## config.mk

```make
export PLATFORM = sky130hd
export DESIGN_NAME = multicycle_control_flat
export DESIGN_NICKNAME = d
export VERILOG_FILES = /design/src/rtl/riscv_pkg.sv /design/src/rtl/multicycle_control_if.sv /design/src/rtl/alu_decoder.sv /design/src/rtl/multicycle_control.sv /design/src/flat_wrapper.sv
export SDC_FILE = /design/constraint.sdc
export NUM_CORES = 1
export LEC_CHECK = 0
export ABC_AREA = 1
export CAP_MARGIN = 20
export CORE_MARGIN = 3
export CORE_UTILIZATION = 30
export CTS_CLUSTER_SIZE = 14
export DETAILED_ROUTE_END_ITERATION = 10
export DONT_BUFFER_PORTS = 1
export PLACE_DENSITY = 0.46
export SLEW_MARGIN = 10
export SYNTH_ARGS = -nofsm -noshare
export SYNTH_HDL_FRONTEND = slang
export SYNTH_HIERARCHICAL = 1
export SYNTH_SLANG_ARGS = --single-unit
```

## constraint.sdc

```tcl
create_clock -name clk -period 2.11 [get_ports clk]
set_input_delay 0.5275 -clock clk [delete_from_list [all_inputs] [get_ports clk]]
set_output_delay 0.5275 -clock clk [all_outputs]
set_load 0.05 [all_outputs]
```

## src/rtl/riscv_pkg.sv

```systemverilog
// +--------------------------------------------------------------------------+
// | riscv_pkg                                                                |
// | Opcodes, ALU control codes, operand/result select encodings, FSM states. |
// | Rev 1.0                                                                  |
// +--------------------------------------------------------------------------+
`default_nettype none

package riscv_pkg;

    localparam logic [6:0] OP_R   = 7'b0110011;
    localparam logic [6:0] OP_I   = 7'b0010011;
    localparam logic [6:0] OP_LW  = 7'b0000011;
    localparam logic [6:0] OP_SW  = 7'b0100011;
    localparam logic [6:0] OP_BEQ = 7'b1100011;
    localparam logic [6:0] OP_JAL = 7'b1101111;

    localparam logic [3:0] ALU_AND = 4'b0000;
    localparam logic [3:0] ALU_OR  = 4'b0001;
    localparam logic [3:0] ALU_ADD = 4'b0010;
    localparam logic [3:0] ALU_SUB = 4'b0110;

    localparam logic [1:0] SRCA_PC    = 2'b00;
    localparam logic [1:0] SRCA_OLDPC = 2'b01;
    localparam logic [1:0] SRCA_RS1   = 2'b10;

    localparam logic [1:0] SRCB_RS2  = 2'b00;
    localparam logic [1:0] SRCB_IMM  = 2'b01;
    localparam logic [1:0] SRCB_FOUR = 2'b10;

    localparam logic [1:0] RES_ALUOUT  = 2'b00;
    localparam logic [1:0] RES_MEMDATA = 2'b01;
    localparam logic [1:0] RES_ALU     = 2'b10;

    typedef enum logic [3:0] {
        S_FETCH    = 4'd0,
        S_DECODE   = 4'd1,
        S_MEMADR   = 4'd2,
        S_MEMREAD  = 4'd3,
        S_MEMWB    = 4'd4,
        S_MEMWRITE = 4'd5,
        S_EXECR    = 4'd6,
        S_EXECI    = 4'd7,
        S_ALUWB    = 4'd8,
        S_BEQ      = 4'd9,
        S_JAL      = 4'd10,
        S_TRAP     = 4'd11
    } state_e;

endpackage

`default_nettype wire

```

## src/rtl/multicycle_control_if.sv

```systemverilog
// +--------------------------------------------------------------------------+
// | multicycle_control_if                                                    |
// | Controller <-> datapath/memory signal bundle.                            |
// | Rev 1.0                                                                  |
// +--------------------------------------------------------------------------+
`default_nettype none

interface multicycle_control_if #(
    parameter int STATE_W = 4
);
    logic [6:0]         opcode;
    logic [2:0]         funct3;
    logic               funct7_5;
    logic               zero;
    logic               mem_ready;
    logic [3:0]         alu_ctl;
    logic [1:0]         alu_src_a;
    logic [1:0]         alu_src_b;
    logic [1:0]         result_src;
    logic               adr_src;
    logic               mem_read;
    logic               mem_write;
    logic               ir_write;
    logic               pc_write;
    logic               reg_write;
    logic               retire;
    logic               illegal;
    logic [STATE_W-1:0] dbg_state;

    modport master (
        input  opcode, funct3, funct7_5, zero, mem_ready,
        output alu_ctl, alu_src_a, alu_src_b, result_src, adr_src,
               mem_read, mem_write, ir_write, pc_write, reg_write,
               retire, illegal, dbg_state
    );

    modport slave (
        output opcode, funct3, funct7_5, zero, mem_ready,
        input  alu_ctl, alu_src_a, alu_src_b, result_src, adr_src,
               mem_read, mem_write, ir_write, pc_write, reg_write,
               retire, illegal, dbg_state
    );
endinterface

`default_nettype wire

```

## src/rtl/alu_decoder.sv

```systemverilog
// +--------------------------------------------------------------------------+
// | alu_decoder                                                              |
// | funct3/funct7_5 -> ALU control code plus legality of the funct3 value.   |
// | Rev 1.0                                                                  |
// +--------------------------------------------------------------------------+
`default_nettype none

module alu_decoder
    import riscv_pkg::*;
(
    input  logic       is_rtype,
    input  logic [2:0] funct3,
    input  logic       funct7_5,
    output logic [3:0] alu_ctl,
    output logic       legal
);

    always_comb begin
        alu_ctl = ALU_ADD;
        legal   = 1'b1;
        case (funct3)
            // funct7_5 only selects SUB for register-register ops.
            3'b000:  alu_ctl = (is_rtype && funct7_5) ? ALU_SUB : ALU_ADD;
            3'b111:  alu_ctl = ALU_AND;
            3'b110:  alu_ctl = ALU_OR;
            default: legal   = 1'b0;
        endcase
    end

endmodule

`default_nettype wire

```

## src/rtl/multicycle_control.sv

```systemverilog
// +--------------------------------------------------------------------------+
// | multicycle_control                                                       |
// | Multicycle RISC-V main control FSM. Optional: ILLEGAL_TRAP_EN.           |
// | Rev 1.0                                                                  |
// +--------------------------------------------------------------------------+
`default_nettype none

module multicycle_control
    import riscv_pkg::*;
#(
    parameter int STATE_W = 4
) (
    input  logic                 clk,
    input  logic                 rst_n,
    multicycle_control_if.master bus
);

    state_e     state_q, state_d;
    logic [3:0] dec_alu_ctl;
    logic       dec_legal;
    logic       instr_legal;

    logic [3:0] alu_ctl;
    logic [1:0] src_a, src_b, res_src;
    logic       adr_src, mem_read, mem_write, ir_write, pc_write, reg_write, retire, illegal;

    alu_decoder u_alu_decoder (
        .is_rtype (bus.opcode == OP_R),
        .funct3   (bus.funct3),
        .funct7_5 (bus.funct7_5),
        .alu_ctl  (dec_alu_ctl),
        .legal    (dec_legal)
    );

    always_comb begin
        case (bus.opcode)
            OP_LW, OP_SW, OP_JAL: instr_legal = 1'b1;
            OP_R, OP_I:           instr_legal = dec_legal;
            OP_BEQ:               instr_legal = (bus.funct3 == 3'b000);
            default:              instr_legal = 1'b0;
        endcase
    end

    always_comb begin
        state_d   = state_q;
        alu_ctl   = ALU_ADD;
        src_a     = SRCA_PC;
        src_b     = SRCB_RS2;
        res_src   = RES_ALUOUT;
        adr_src   = 1'b0;
        mem_read  = 1'b0;
        mem_write = 1'b0;
        ir_write  = 1'b0;
        pc_write  = 1'b0;
        reg_write = 1'b0;
        retire    = 1'b0;
        illegal   = 1'b0;
        case (state_q)
            S_FETCH: begin
                mem_read = 1'b1;
                src_b    = SRCB_FOUR;
                res_src  = RES_ALU;
                ir_write = bus.mem_ready;
                pc_write = bus.mem_ready;
                if (bus.mem_ready) state_d = S_DECODE;
            end
            S_DECODE: begin
                // Branch target is precomputed here into ALUOut.
                src_a = SRCA_OLDPC;
                src_b = SRCB_IMM;
                if (!instr_legal) begin
`ifdef ILLEGAL_TRAP_EN
                    state_d = S_TRAP;
`else
                    retire  = 1'b1;
                    state_d = S_FETCH;
`endif
                end else begin
                    case (bus.opcode)
                        OP_LW, OP_SW: state_d = S_MEMADR;
                        OP_R:         state_d = S_EXECR;
                        OP_I:         state_d = S_EXECI;
                        OP_BEQ:       state_d = S_BEQ;
                        default:      state_d = S_JAL;
                    endcase
                end
            end
            S_MEMADR: begin
                src_a   = SRCA_RS1;
                src_b   = SRCB_IMM;
                state_d = (bus.opcode == OP_LW) ? S_MEMREAD : S_MEMWRITE;
            end
            S_MEMREAD: begin
                adr_src  = 1'b1;
                mem_read = 1'b1;
                if (bus.mem_ready) state_d = S_MEMWB;
            end
            S_MEMWB: begin
                res_src   = RES_MEMDATA;
                reg_write = 1'b1;
                retire    = 1'b1;
                state_d   = S_FETCH;
            end
            S_MEMWRITE: begin
                adr_src   = 1'b1;
                mem_write = 1'b1;
                retire    = bus.mem_ready;
                if (bus.mem_ready) state_d = S_FETCH;
            end
            S_EXECR: begin
                src_a   = SRCA_RS1;
                src_b   = SRCB_RS2;
                alu_ctl = dec_alu_ctl;
                state_d = S_ALUWB;
            end
            S_EXECI: begin
                src_a   = SRCA_RS1;
                src_b   = SRCB_IMM;
                alu_ctl = dec_alu_ctl;
                state_d = S_ALUWB;
            end
            S_ALUWB: begin
                reg_write = 1'b1;
                retire    = 1'b1;
                state_d   = S_FETCH;
            end
            S_BEQ: begin
                src_a    = SRCA_RS1;
                src_b    = SRCB_RS2;
                alu_ctl  = ALU_SUB;
                pc_write = bus.zero;
                retire   = 1'b1;
                state_d  = S_FETCH;
            end
            S_JAL: begin
                src_a    = SRCA_OLDPC;
                src_b    = SRCB_FOUR;
                pc_write = 1'b1;
                state_d  = S_ALUWB;
            end
            S_TRAP: begin
`ifdef ILLEGAL_TRAP_EN
                illegal = 1'b1;
`else
                state_d = S_FETCH;
`endif
            end
            default: state_d = S_FETCH;
        endcase
    end

    always_ff @(posedge clk) begin
        if (!rst_n) state_q <= S_FETCH;
        else        state_q <= state_d;
    end

    // Outputs are forced quiet for as long as reset is held, whatever the state.
    assign bus.alu_ctl    = rst_n ? alu_ctl : ALU_ADD;
    assign bus.alu_src_a  = rst_n ? src_a   : 2'b00;
    assign bus.alu_src_b  = rst_n ? src_b   : 2'b00;
    assign bus.result_src = rst_n ? res_src : 2'b00;
    assign bus.adr_src    = rst_n & adr_src;
    assign bus.mem_read   = rst_n & mem_read;
    assign bus.mem_write  = rst_n & mem_write;
    assign bus.ir_write   = rst_n & ir_write;
    assign bus.pc_write   = rst_n & pc_write;
    assign bus.reg_write  = rst_n & reg_write;
    assign bus.retire     = rst_n & retire;
    assign bus.illegal    = rst_n & illegal;
    assign bus.dbg_state  = STATE_W'(state_q);

endmodule

`default_nettype wire

```

## src/flat_wrapper.sv

```systemverilog
// flat-port wrapper written by rule: the top's interface ports become plain ports
module multicycle_control_flat import riscv_pkg::*;
#(
    parameter int STATE_W = 4
)
  (clk, rst_n, bus_opcode, bus_funct3, bus_funct7_5, bus_zero, bus_mem_ready, bus_alu_ctl, bus_alu_src_a, bus_alu_src_b, bus_result_src, bus_adr_src, bus_mem_read, bus_mem_write, bus_ir_write, bus_pc_write, bus_reg_write, bus_retire, bus_illegal, bus_dbg_state);
  multicycle_control_if #(.STATE_W(STATE_W)) bus_i ();
  input  logic clk;
  input  logic rst_n;
  input wire logic [$bits(bus_i.opcode)-1:0] bus_opcode;
  input wire logic [$bits(bus_i.funct3)-1:0] bus_funct3;
  input wire logic [$bits(bus_i.funct7_5)-1:0] bus_funct7_5;
  input wire logic [$bits(bus_i.zero)-1:0] bus_zero;
  input wire logic [$bits(bus_i.mem_ready)-1:0] bus_mem_ready;
  output wire logic [$bits(bus_i.alu_ctl)-1:0] bus_alu_ctl;
  output wire logic [$bits(bus_i.alu_src_a)-1:0] bus_alu_src_a;
  output wire logic [$bits(bus_i.alu_src_b)-1:0] bus_alu_src_b;
  output wire logic [$bits(bus_i.result_src)-1:0] bus_result_src;
  output wire logic [$bits(bus_i.adr_src)-1:0] bus_adr_src;
  output wire logic [$bits(bus_i.mem_read)-1:0] bus_mem_read;
  output wire logic [$bits(bus_i.mem_write)-1:0] bus_mem_write;
  output wire logic [$bits(bus_i.ir_write)-1:0] bus_ir_write;
  output wire logic [$bits(bus_i.pc_write)-1:0] bus_pc_write;
  output wire logic [$bits(bus_i.reg_write)-1:0] bus_reg_write;
  output wire logic [$bits(bus_i.retire)-1:0] bus_retire;
  output wire logic [$bits(bus_i.illegal)-1:0] bus_illegal;
  output wire logic [$bits(bus_i.dbg_state)-1:0] bus_dbg_state;
  assign bus_i.opcode = bus_opcode;
  assign bus_i.funct3 = bus_funct3;
  assign bus_i.funct7_5 = bus_funct7_5;
  assign bus_i.zero = bus_zero;
  assign bus_i.mem_ready = bus_mem_ready;
  assign bus_alu_ctl = bus_i.alu_ctl;
  assign bus_alu_src_a = bus_i.alu_src_a;
  assign bus_alu_src_b = bus_i.alu_src_b;
  assign bus_result_src = bus_i.result_src;
  assign bus_adr_src = bus_i.adr_src;
  assign bus_mem_read = bus_i.mem_read;
  assign bus_mem_write = bus_i.mem_write;
  assign bus_ir_write = bus_i.ir_write;
  assign bus_pc_write = bus_i.pc_write;
  assign bus_reg_write = bus_i.reg_write;
  assign bus_retire = bus_i.retire;
  assign bus_illegal = bus_i.illegal;
  assign bus_dbg_state = bus_i.dbg_state;
  multicycle_control #(.STATE_W(STATE_W)) u_core (.clk(clk), .rst_n(rst_n), .bus(bus_i));
endmodule
```

---- Yosys cells after proc, flatten, opt, wreduce, memory -nomap -nowiden ----
Cells that the tools add are included.
storage, ports and cells
  word-level logic and storage cells ...... 74
  output and inout port bits .............. 22
  register bits ........................... 4
operators by class
  equal/unequal tests ..................... 21
  reductions and logical operators ........ 18
  bitwise gates (word level) .............. 7
  muxes and demuxes ....................... 27
operator list
  operator              count
  $pmux W4 S6           1
  $eq A4 B3 Y1 const B  4
  $mux W4               4
  $pmux W4 S4           1
  $reduce_or A2 Y1      8
  $reduce_or A3 Y1      5
  $eq A7 B6 Y1 const B  2
  $eq A7 B7 Y1 const B  2
  $eq A4 B4 Y1 const B  3
  $pmux W2 S2           3
  $mux W3               3
  $pmux W1 S3           3
  $pmux W3 S3           1
  $eq A4 B2 Y1 const B  2
  $and A1 B1 Y1         7
  $eq A7 B2 Y1 const B  1
  $eq A7 B5 Y1 const B  1
  $mux W1               7
  $eq A3 B3 Y1 const B  2
  $mux W2               3
  $ne A2 B2 Y1 const B  3
  $pmux W3 S2           1
  $eq A4 B1 Y1 const B  1
  $logic_not A4 Y1      1
  other kinds (4)       4

---- Longest topological paths before layout ----
Gate-level depths: netlist (run 1).
  depth in word-level cells ............... 7
  gate-level depth with buffers ........... 10
  depth with buffers taken out ............ 10

---- By module ----
The synthesis (run 1) kept the hierarchy.
by module, submodules not included
  module              area each (um2)  cells each  instances
  multicycle_control  626.9            119         1
  alu_decoder         43.8             10          1

---- Worst setup path before layout (run 1) ----
Ideal clock, no wire load.
  path type ............................... register to output
  from .................................... register u_core.state_q[0], in the netlist u_core/bus.dbg_state[0]
  to ...................................... output port bus_retire
  path buffers ............................ 0
  data required time ...................... 1.582 ns
  arrival ................................. 2.307 ns
  path slack .............................. -0.724 ns
  cell stages (with the launch flop) ...... 7
  path through ............................ dfxtp_1 > inv_2 > nor2_4 > nand2_1 > inv_2 > nand2_1 > o21ai_0
between the ends
  longest elaborated chain between the ends .. 4
  elaborated cells between the ends (all ways) .. 8
  classes of those cells .................. 5 x eq/ne; 1 x mux; 1 x bitwise; 1 x reduce/logical
ends and longest elaborated chain
  element                                              line                       text
  start: declaration                                   multicycle_control.sv:18   state_e state_q, state_d;
  start signal: assignment                             multicycle_control.sv:154  else state_q <= state_d;
  $eq A4 B3 Y1 / $eq A4 B4 Y1 (equally long branches)  multicycle_control.sv:58   case (state_q)
  $reduce_or A3 Y1 (no source line)                    -
  $pmux W1 S3 *                                        multicycle_control.sv:58
  $and A1 B1 Y1 *                                      multicycle_control.sv:168  assign bus.retire = rst_n & retire;
  end: declaration                                     flat_wrapper.sv:25         output wire logic [$bits(bus_i.retire)-1:0] bus_retire;
Every way passes the cells marked *; elsewhere a longest branch is shown, timed or not.

---- Worst setup path in the final report (run 1) ----
  from .................................... input port bus_opcode[3]
  to ...................................... output port bus_alu_ctl[2]
between the ends
  longest elaborated chain between the ends .. 6
ends and longest elaborated chain
  element                    line                       text
  start: declaration         flat_wrapper.sv:10         input wire logic [$bits(bus_i.opcode)-1:0] bus_opcode;
  $eq A7 B6 Y1               multicycle_control.sv:28   .is_rtype (bus.opcode == OP_R),
  $logic_and A1 B1 Y1        alu_decoder.sv:23          3'b000: alu_ctl = (is_rtype && funct7_5) ? ALU_SUB : ALU_ADD;
  $mux W3                    alu_decoder.sv:23
  $pmux W3 S3                alu_decoder.sv:21          case (funct3)
  via u_core.dec_alu_ctl[2]  multicycle_control.sv:19   logic [3:0] dec_alu_ctl;
  $pmux W3 S2                multicycle_control.sv:58
  $mux W3                    multicycle_control.sv:158  assign bus.alu_ctl = rst_n ? alu_ctl : ALU_ADD;
  end: declaration           flat_wrapper.sv:15         output wire logic [$bits(bus_i.alu_ctl)-1:0] bus_alu_ctl;
The timed path passes the listed nets, and every way through them passes these cells.

==> summary.md, run 1 <==
| Metric | Value |
|---|---|
| Outcome | `complete, no violations` |
| WHS Endpoint | `u_core/bus.dbg_state[1]` |
| I/O pins | `37` |
| Layout Nets | `171` |
| Cell Area, Synth | `671 um^2` |
| Main synth FF type | `dfxtp_1` |
| Max stage delay on crit path | `190 ps` |
| Clock latency on the worst-skew pair | `230 ps` |
| Crit path kind | `in2out` |
| Footprint of the multi-input gates | `578 um^2` |
| Worst setup SP type | `input port` |
| Crit end category | `output pin` |
| Reg2reg setup slack | `780 ps` |
| Lkg Pwr | `0.511 nW` |
| Congestion Overflow GR | `0` |
| Worst Path Max Fanout | `3` |
| Initial Util | `32.8%` |
| Layout fillers | `217` |
| Worst Tran Pin Value | `884 ps` |
| Post-place setup slack | `-24.6 ps` |
| Max FFs per register | `4` |
| Total Wirelength | `1850 um` |
| EDFF count, synth | `0` |
| Post-CTS Setup Inserts | `0` |
| Number of global-route vias before repair | `739` |
| F_max | `0.496 GHz` |
| Req. time, crit path | `1580 ps` |
| Crit path time final | `2020 ps` |
| Hold Crit Depth | `2` |
| Area of the core | `2040 um^2` |
| Clock H-tree levels | `1` |
| Worst-path cell chain | `inv_12 -> nand2_4 -> nor2_4 -> inv_2 -> nor4_4 -> nand2_1 -> nor2_2 -> nand2_1 -> a21oi_4 -> buf_12` |
| Hold Path Class | `in2reg` |
| Max IR drop VDD | `0.351 mV` |
| TritonCTS clock tree | `done` |
| P&R area growth vs syn | `72.8%` |
| Initial antenna violation count | `0` |
| Vias per inst | `4.57` |
| RSZ-0062 raised after global routing | `true` |
| GRT Resource Usage Total | `14.3%` |
| FF-to-FF Start | `u_core/bus.dbg_state[0]` |
| Most frequent cell on the critical path | `nand2_1` |
| Final Setup Violations | `0` |
| Drt first pass iters | `4` |
| DIE AREA | `2840 um^2` |
| Mean Syn Cell Area | `5.20 um^2` |
| Placer Congestion | `0.791` |
| Chip height | `53.3 um` |
| Non-Filler Instances | `181` |
| Number of max-cap violations | `0` |
| Root buffer cell | `clkbuf_4` |
| Clk_skew | `1.82 ps` |
| #FFs+latches synth | `4` |
| Sink Count | `4` |
| Die X | `53.3 um` |
| IO buf count | `0` |
| Period utilization | `95.6%` |
| Vias | `828` |
| Crit path DAT | `1490 ps` |
| Min-delay src | `rst_n` |
| Site Rows | `16` |
| Final Max Slew Viols | `0` |
| N_diodes | `0` |
| Pin count of the biggest net entering global routing | `11` |
| Seq/Total Area, Yosys | `11.9%` |
| Yosys warns | `6` |
| Placed insts | `178` |
| Layout cells sized above 1 | `45.5%` |
| Worst reg2reg path endpoint | `u_core/bus.dbg_state[0]` |
| Async SR Flop Fraction | `0%` |
| Global-route wire length before repair | `3170 um` |
| DP HPWL | `1660 um` |
| Routed len/inst | `10.2 um` |
| Post-synth cell types | `23` |
| Clock Path Buffers | `2` |
| Final hold vios | `0` |
| Worst hold slack | `414 ps` |
| Post-Synthesis Cells | `129` |
| Worst-path clk slew | `30 ps` |
| Initial drt markers | `8` |
| Slowest cell on crit path | `nor4_4` |
| Power density over cell area | `313 nW/um^2` |
| Post-route ant nets | `0` |
| Relative slew slack | `40.8%` |
| Worst r2r path cells | `7` |
| Final worst slack | `92.1 ps` |
| Sequential cell area | `85.1 um^2` |
| Total CTS buffers | `3` |
| Syn_nets | `144` |
| Residual DRC | `0` |
## layout by cell type (no fill, tap or decap), types with 2 or more instances in the layout
cell,netlist,layout
inv_1,25,21
a21oi_1,11,8
nor2_2,4,6
buf_4,2,14
o211ai_1,2,2
conb_1,2,2
nor2_4,2,6
a21oi_2,1,3
inv_2,3,5
nor2_1,20,14
dfxtp_2,0,4
nand3_2,4,4
nor3_2,0,2
nand2_2,3,4
buf_12,0,10
clkbuf_4,0,3
nand3_1,4,4
nor3_1,4,2
o21ai_0,4,2
nand2_1,28,26
o21ai_2,0,2
## layer usage
metal,global-route usage [%],part of all wire (%)
met1,19.3,45
met2,23.9,47
met3,2.25,8.0
met4,2.55,0
met5,0,0
## critical path: cells and delay by family
kind / cells / cell delay (ps)
buffers and inverters: 3 / 230
and+or+nand+nor: 6 / 580
AOI/OAI and AO/OA: 1 / 150
## power by group
group	switching, mW	internal [mW]
logic	0.121	0.0676
registers	0.00408	0.0790
clock network	0.0271	0.0633
total	0.152	0.210
## synthesized netlist by cell type (2+ instances only)
library cell / n / area share (%)
nand2_2: 3 / 2.8
nor2_1: 20 / 11
nand2_1: 28 / 16
nor2_4: 2 / 3.4
dfxtp_1: 4 / 12
buf_4: 2 / 2.2
nor2_2: 4 / 3.7
o21ai_0: 4 / 3.0
conb_1: 2 / 1.1
nand3_1: 4 / 3.0
inv_1: 25 / 14
o211ai_1: 2 / 2.2
nand3_2: 4 / 6.0
a21oi_1: 11 / 8.2
nor3_1: 4 / 3.0
inv_2: 3 / 1.7
## worst max-delay path by stage
stage / startpoint / to / slack, ps / cells after the start
floorplan: u_core/bus.dbg_state[3] / bus_alu_src_a[0] / -160 / 4
global placement: bus_opcode[3] / bus_alu_ctl[2] / -20 / 10
detailed placement: bus_opcode[3] / bus_alu_ctl[2] / -20 / 10
CTS: u_core/bus.dbg_state[0] / bus_retire / 6 / 9
global route: u_core/bus.dbg_state[2] / bus_retire / -20 / 8
finish: bus_opcode[3] / bus_alu_ctl[2] / 90 / 10
## kinds of logic after synthesis
kind of cell,Yosys count,synth area share (%)
simple gates,70,49.6
flops,4,11.9
other cells,2,1.12
buf+inv,31,18.5
compound gates,22,18.8
## cell type report
cell class | count | share of cell area [%]
multi-input cells | 94 | 49.9
repair buffers | 25 | 27.3
inverters | 28 | 10.6
flip-flops and latches | 4 | 7.34
well taps | 27 | 2.92
clock buffers | 3 | 1.94
## through the flow
stage | util, % | power [mW] | cell area [um^2] | TNS (ps)
floorplan | - | 0.212 | 766 | -430
global placement | 53.6 | 0.268 | 1090 | -19.1
detailed placement | 53.6 | 0.269 | 1090 | -24.6
CTS | 55.3 | 0.365 | 1130 | 0
global route | 56.7 | 0.388 | 1160 | -30.7
finish | 56.7 | 0.362 | 1160 | 0
## repair_timing
action | 4_1_cts | 5_1_grt
gates resized for setup | 3 | 9
setup endpoints to repair | 5 | 9
hold buffers | 0 | 0
pin swaps | 0 | 2
Power figures use the tool's default switching activity.
==> inputs of run 2 (changes only) <==
Settings changed: CAP_MARGIN 20 to default, SETUP_SLACK_MARGIN from default to 0.1.
==> summary.md, run 2 (synthesized netlist as in run 1, its figures left out) <==
| Metric | Value |
|---|---|
| Outcome | `complete, no violations` |
| Initial Util | `32.8% (unchanged)` |
| Hold Path Class | `in2reg` |
| DIE AREA | `2840 um^2 (unchanged)` |
| Initial antenna violation count | `0 (unchanged)` |
| IO buf count | `0 (unchanged)` |
| Power density over cell area | `299 nW/um^2 (-4.5%)` |
| Worst reg2reg path endpoint | `u_core/bus.dbg_state[0]` |
| Clock Path Buffers | `2 (unchanged)` |
| Total Wirelength | `2060 um (+11%)` |
| Placed Area | `1060 um^2 (-3.1%)` |
| Footprint of the multi-input gates | `648 um^2 (+12%)` |
| Worst Path Max Fanout | `3 (unchanged)` |
| Root buffer cell | `clkbuf_4` |
| Final Max Slew Viols | `0 (unchanged)` |
| Final Power | `369 uW (+1.9%)` |
| Vias | `879 (+6.2%)` |
| Clk_skew | `1.04 ps (-0.776 ps)` |
| Placed insts | `177 (-0.56%)` |
| P_sw | `161 uW (+5.7%)` |
| Grt met3 use | `2.54% (+0.28 points)` |
| Final Cell Area | `1240 um^2 (+6.7%)` |
| Final hold vios | `0 (unchanged)` |
| Vias per inst | `4.75 (+3.9%)` |
| Sequential cell area | `92.6 um^2 (+8.8%)` |
| Die X | `53.3 um (unchanged)` |
| Area of the core | `2040 um^2 (unchanged)` |
| Placer Congestion | `0.807 (+2.0%)` |
| Hold_buf cts | `0 (unchanged)` |
| Post-route ant nets | `0 (unchanged)` |
| Final Setup Violations | `0 (unchanged)` |
| Met1 Usage GRT | `20.4% (+1.2 points)` |
| P&R area growth vs syn | `84.3%` |
| Worst Tran Pin Value | `883 ps (-1.41 ps)` |
| Non-Filler Instances | `185 (+2.2%)` |
| TritonCTS clock tree | `done` |
| I/O pins | `37 (unchanged)` |
| Reg power frac | `21.7% (-1.2 points)` |
| Site Rows | `16 (unchanged)` |
| Number of global-route vias before repair | `786 (+6.4%)` |
| Relative slew slack | `40.9% (+0.094 points)` |
| Clock latency on the worst-skew pair | `230 ps (about the same)` |
| Layout cells sized above 1 | `58.9% (+13 points)` |
| Core Util, Final | `60.5% (+3.8 points)` |
| Hold Crit Depth | `2 (unchanged)` |
| Crit end category | `output pin` |
| Worst-path clk slew | `40 ps (about the same)` |
| Worst r2r path cells | `8 (+1)` |
| Commonest non-fill, non-tap cell in the layout | `buf_4` |
| Drt first pass iters | `4 (unchanged)` |
| Initial drt markers | `8 (unchanged)` |
| WHS Endpoint | `u_core/bus.dbg_state[1]` |
| Period utilization | `93.9% (-1.8 points)` |
| N_diodes | `0 (unchanged)` |
| Max IR drop VDD | `0.257 mV (-27%)` |
| Routed len/inst | `11.1 um (+8.7%)` |
| Min-delay src | `rst_n` |
| Final worst slack | `129 ps (+37.2 ps)` |
| Crit path DAT | `1450 ps (-40 ps)` |
| Congestion Overflow GR | `0 (unchanged)` |
| Total CTS buffers | `3 (unchanged)` |
| Chip height | `53.3 um (unchanged)` |
| Max FFs per register | `4 (unchanged)` |
| Switching Share | `43.6% (+1.5 points)` |
| Logic pwr share | `53.7% (+1.6 points)` |
| Leading cell types in the layout, fill and taps excluded | `23 x buf_4, 21 x nand2_1, 16 x inv_1` |
| Total Neg Setup Slack | `0 ps (unchanged)` |
| Residual DRC | `0 (unchanged)` |
| RSZ-0062 raised after global routing | `true` |
| Global-route wire length before repair | `3260 um (+2.6%)` |
| Clock H-tree levels | `1 (unchanged)` |
| DP HPWL | `1670 um (+0.57%)` |
| FF-to-FF Start | `u_core/bus.dbg_state[2]` |
| F_max | `0.505 GHz (+1.9%)` |
| Top Usage Layer GRT | `met2` |
| Worst setup SP type | `input port` |
| Reg2reg setup slack | `840 ps (+60 ps)` |
| Crit path kind | `in2out` |
| Layout fillers | `212 (-2.3%)` |
| Crit path time final | `1980 ps (-37.2 ps)` |
| Layout Nets | `175 (+2.3%)` |
| Pin count of the biggest net entering global routing | `14 (+3)` |
| Req. time, crit path | `1580 ps (about the same)` |
| Number of max-cap violations | `0 (unchanged)` |
| Met2 usage | `24.5% (+0.61 points)` |
| GRT Resource Usage Total | `15.1% (+0.81 points)` |
| Lkg Pwr | `0.531 nW (+4.0%)` |
| P_int | `208 uW (-0.74%)` |
| Sink Count | `4 (unchanged)` |
| Worst hold slack | `409 ps (-4.35 ps)` |
| Post-place setup slack | `-15.7 ps (+8.90 ps)` |
| Clock Power Share | `24.6% (-0.4 points)` |
[run 2: layout make-up]
cell class / count / share of cell area, %
flip-flops and latches: 4 / 7.49
well taps: 27 / 2.73
multi-input cells: 94 / 52.4
repair buffers: 29 / 23.7
clock buffers: 3 / 1.82
inverters: 28 / 11.8
[run 2: layer usage]
metal / up-vias / wire [um]
met4: 0 / 0
met3: 0 / 122
met5: - / 0
met1: 402 / 887
met2: 18 / 1050
li1: 459 / -
[run 2: worst max-delay path by stage]
stage	start	endpoint	slack (ps)	depth (start not counted)
2_1_floorplan	bus_opcode[3]	bus_alu_ctl[2]	-3	9
3_3_place_gp	bus_opcode[3]	bus_alu_ctl[2]	-8	10
3_5_place_dp	bus_opcode[3]	bus_alu_ctl[2]	-20	10
4_1_cts	u_core/bus.dbg_state[0]	bus_retire	70	9
5_1_grt	bus_opcode[3]	bus_alu_ctl[2]	-1	10
6_report	bus_opcode[3]	bus_alu_ctl[2]	130	10
[run 2: critical path: stages]
cell and delay (ps):
clkinv_16 20, nand2_4 40, nor2_4 110, inv_2 60, nor4_4 110, nand2_1 80, nor2_2 100, nand2_2 70
a21oi_4 170, buf_12 150
[run 2: power groups by stage]
stage	logic, mW	clock network (mW)	registers (mW)
final	0.198	0.0909	0.0801
after global routing	0.212	0.103	0.0803
after CTS	0.186	0.0968	0.0835
after detailed placement	0.184	0	0.0848
after global placement	0.183	0	0.0846
after floorplan	0.127	0	0.0919
[run 2: timing repair]
item | CTS | global route
gates resized for setup | 9 | 27
endpoints found under the setup margin | 7 | 10
pin swaps | 6 | 13
setup buffers | 1 | 4
endpoints found under the hold margin | 0 | 0
==> inputs of run 3 (changes only) <==
Settings changed: CORE_AREA from default to 3 3 40 42, CORE_MARGIN 3 to default, CORE_UTILIZATION 30 to default, DIE_AREA from default to 0 0 43 45, HOLD_SLACK_MARGIN from default to 0.15, PLACE_DENSITY 0.46 to 0.67.
==> summary.md, run 3 (synthesized netlist as in run 1, its figures left out) <==
| Metric | Value |
|---|---|
| WHS Endpoint | `u_core/bus.dbg_state[1]` |
| Outcome | `finished, violations left` |
| Hold Path Class | `in2reg` |
| Final worst slack | `-21.1 ps (-150 ps)` |
| Vias | `1144 (+30%)` |
| Core Util, Final | `96.1% (+36 points)` |
| Req. time, crit path | `1580 ps (about the same)` |
| Number of global-route vias before repair | `898 (+14%)` |
| Global-route wire length before repair | `3630 um (+11%)` |
| Setup crit start | `u_core/bus.dbg_state[0]` |
| P&R area growth vs syn | `84.1%` |
| Initial antenna violation count | `0 (unchanged)` |
| Crit path buf inv count | `4 (+1)` |
| Final Cell Area | `1230 um^2 (-0.10%)` |
| Non-Filler Instances | `174 (-5.9%)` |
| Worst r2r path cells | `10 (+2)` |
| Delay-heaviest family, CP | `flip-flops` |
| Max stage delay on crit path | `390 ps (+220 ps)` |
| TritonCTS clock tree | `done` |
| Min-delay src | `rst_n` |
| Slowest cell on crit path | `dfxtp_4` |
| IO buf count | `0 (unchanged)` |
| Placed insts | `161 (-9.0%)` |
| Worst hold slack | `431 ps (+21.9 ps)` |
| Chip height | `45 um (-16%)` |
| Residual DRC | `0 (unchanged)` |
| Final hold vios | `0 (unchanged)` |
| FF-to-FF Start | `u_core/bus.dbg_state[0]` |
| Worst setup SP type | `flop` |
| Die X | `43 um (-19%)` |
| Worst Path Max Fanout | `6 (+3)` |
| Layout Nets | `176 (+0.57%)` |
| Initial Util | `52.2% (+19 points)` |
| Clk_skew | `7.40 ps (+6.36 ps)` |
| Crit path DAT | `1600 ps (+150 ps)` |
| Crit path kind | `reg2out` |
| I/O pins | `37 (unchanged)` |
| Root buffer cell | `clkbuf_4` |
| Final Power | `404 uW (+9.5%)` |
| GRT Resource Usage Total | `24.1% (+8.9 points)` |
| Max FFs per register | `4 (unchanged)` |
| Site Rows | `13 (-3)` |
| Post-place setup slack | `7.70 ps (+23.4 ps)` |
| Clock Path Buffers | `2 (unchanged)` |
| RSZ-0062 raised after global routing | `true` |
| DIE AREA | `1940 um^2 (-32%)` |
| Hold_buf cts | `0 (unchanged)` |
| Total Wirelength | `3940 um (+91%)` |
| Congestion Overflow GR | `0 (unchanged)` |
| Leading cell types in the layout, fill and taps excluded | `22 x buf_4, 21 x nand2_1, 18 x inv_1` |
| F_max | `0.469 GHz (-7.1%)` |
| Layout cells sized above 1 | `57.2% (-1.6 points)` |
| Placed Area | `1030 um^2 (-3.1%)` |
| Power density over cell area | `327 nW/um^2 (+9.6%)` |
| Pin count of the biggest net entering global routing | `17 (+3)` |
| Drt first pass iters | `6 (+2)` |
| Initial drt markers | `105 (+97)` |
| Period utilization | `101% (+7.1 points)` |
| Lkg Pwr | `0.535 nW (+0.70%)` |
| DP HPWL | `1680 um (+0.81%)` |
| Post-route ant nets | `0 (unchanged)` |
| Worst-path cell chain | `inv_4 -> nor2_4 -> inv_2 -> nor2_4 -> inv_2 -> o21ai_2 -> o21ai_1 -> o21ai_2 -> buf_12` |
| Final Setup Violations | `1 (+1)` |
| Placer Congestion | `0.872 (+8.0%)` |
| Violated checks | `negative setup slack` |
| Worst-path clk slew | `40 ps (about the same)` |
| Worst reg2reg path endpoint | `u_core/bus.dbg_state[0]` |
| Vias per inst | `6.57 (+38%)` |
| Crit end category | `output pin` |
| Sink Count | `4 (unchanged)` |
| Total CTS buffers | `3 (unchanged)` |
| Commonest non-fill, non-tap cell in the layout | `buf_4` |
| Relative slew slack | `40.7% (-0.21 points)` |
| Clock H-tree levels | `1 (unchanged)` |
| Number of max-cap violations | `0 (unchanged)` |
| Clock latency on the worst-skew pair | `230 ps (about the same)` |
| N_diodes | `0 (unchanged)` |
| Hold Crit Depth | `2 (unchanged)` |
| Final Max Slew Viols | `0 (unchanged)` |
| Total Neg Setup Slack | `-21.1 ps (-21.1 ps)` |
| Area of the core | `1280 um^2 (-37%)` |
| Reg2reg setup slack | `560 ps (-280 ps)` |
| Worst Tran Pin Value | `886 ps (+3.09 ps)` |
| Max IR drop VDD | `0.359 mV (+39%)` |
| Routed len/inst | `22.6 um (+100%)` |
| Crit path time final | `2130 ps (+150 ps)` |
-- run 3: cell types whose count changed in the layout (fill, tap and decap cells not counted), sizes merged --
cell | previous run | this run
buf | 29 | 30
-- run 3: report_power, final --
group / internal [mW] / total (mW) / switching (mW)
clock: 0.0636 / 0.0934 / 0.0299
combinational: 0.0748 / 0.227 / 0.152
sequential: 0.0776 / 0.0836 / 0.00600
-- run 3: final cells by class --
type | instances | area (um^2)
inverters | 28 | 146
fillers | 30 | 50.0
repair buffers | 30 | 308
clock buffers | 3 | 22.5
flip-flops and latches | 4 | 90.1
multi-input cells | 94 | 649
well taps | 15 | 18.8
-- run 3: repair_timing --
action,CTS,global route
setup buffers,0,10
pin swaps,4,11
endpoints found under the setup margin,7,11
resized for setup,8,27
-- run 3: worst max path at each step --
stage | endpoint | slack [ps] | cells after the start
after floorplan | bus_alu_ctl[2] | -3 | 9
after global placement | bus_alu_ctl[2] | 10 | 10
after detailed placement | bus_alu_ctl[2] | 8 | 10
after CTS | bus_retire | 60 | 9
after global routing | bus_retire | -50 | 9
final | bus_retire | -20 | 9
-- run 3: routing by layer --
metal | track usage [%] | wire [um]
met1 | 25.3 | 1250
met2 | 46.1 | 1900
met3 | 5.18 | 419
met4 | 10.2 | 367
met5 | 0 | 0
-- run 3: worst reg2reg max path, stage by stage (launching register included) --
cell     delay, ps
dfxtp_4        390
inv_4           60
nor2_4         180
buf_6          140
nand2_8         60
buf_4          140
nand3_2         60
nand2_2         80
nor2_1         130
inv_1           60
a21oi_2        170
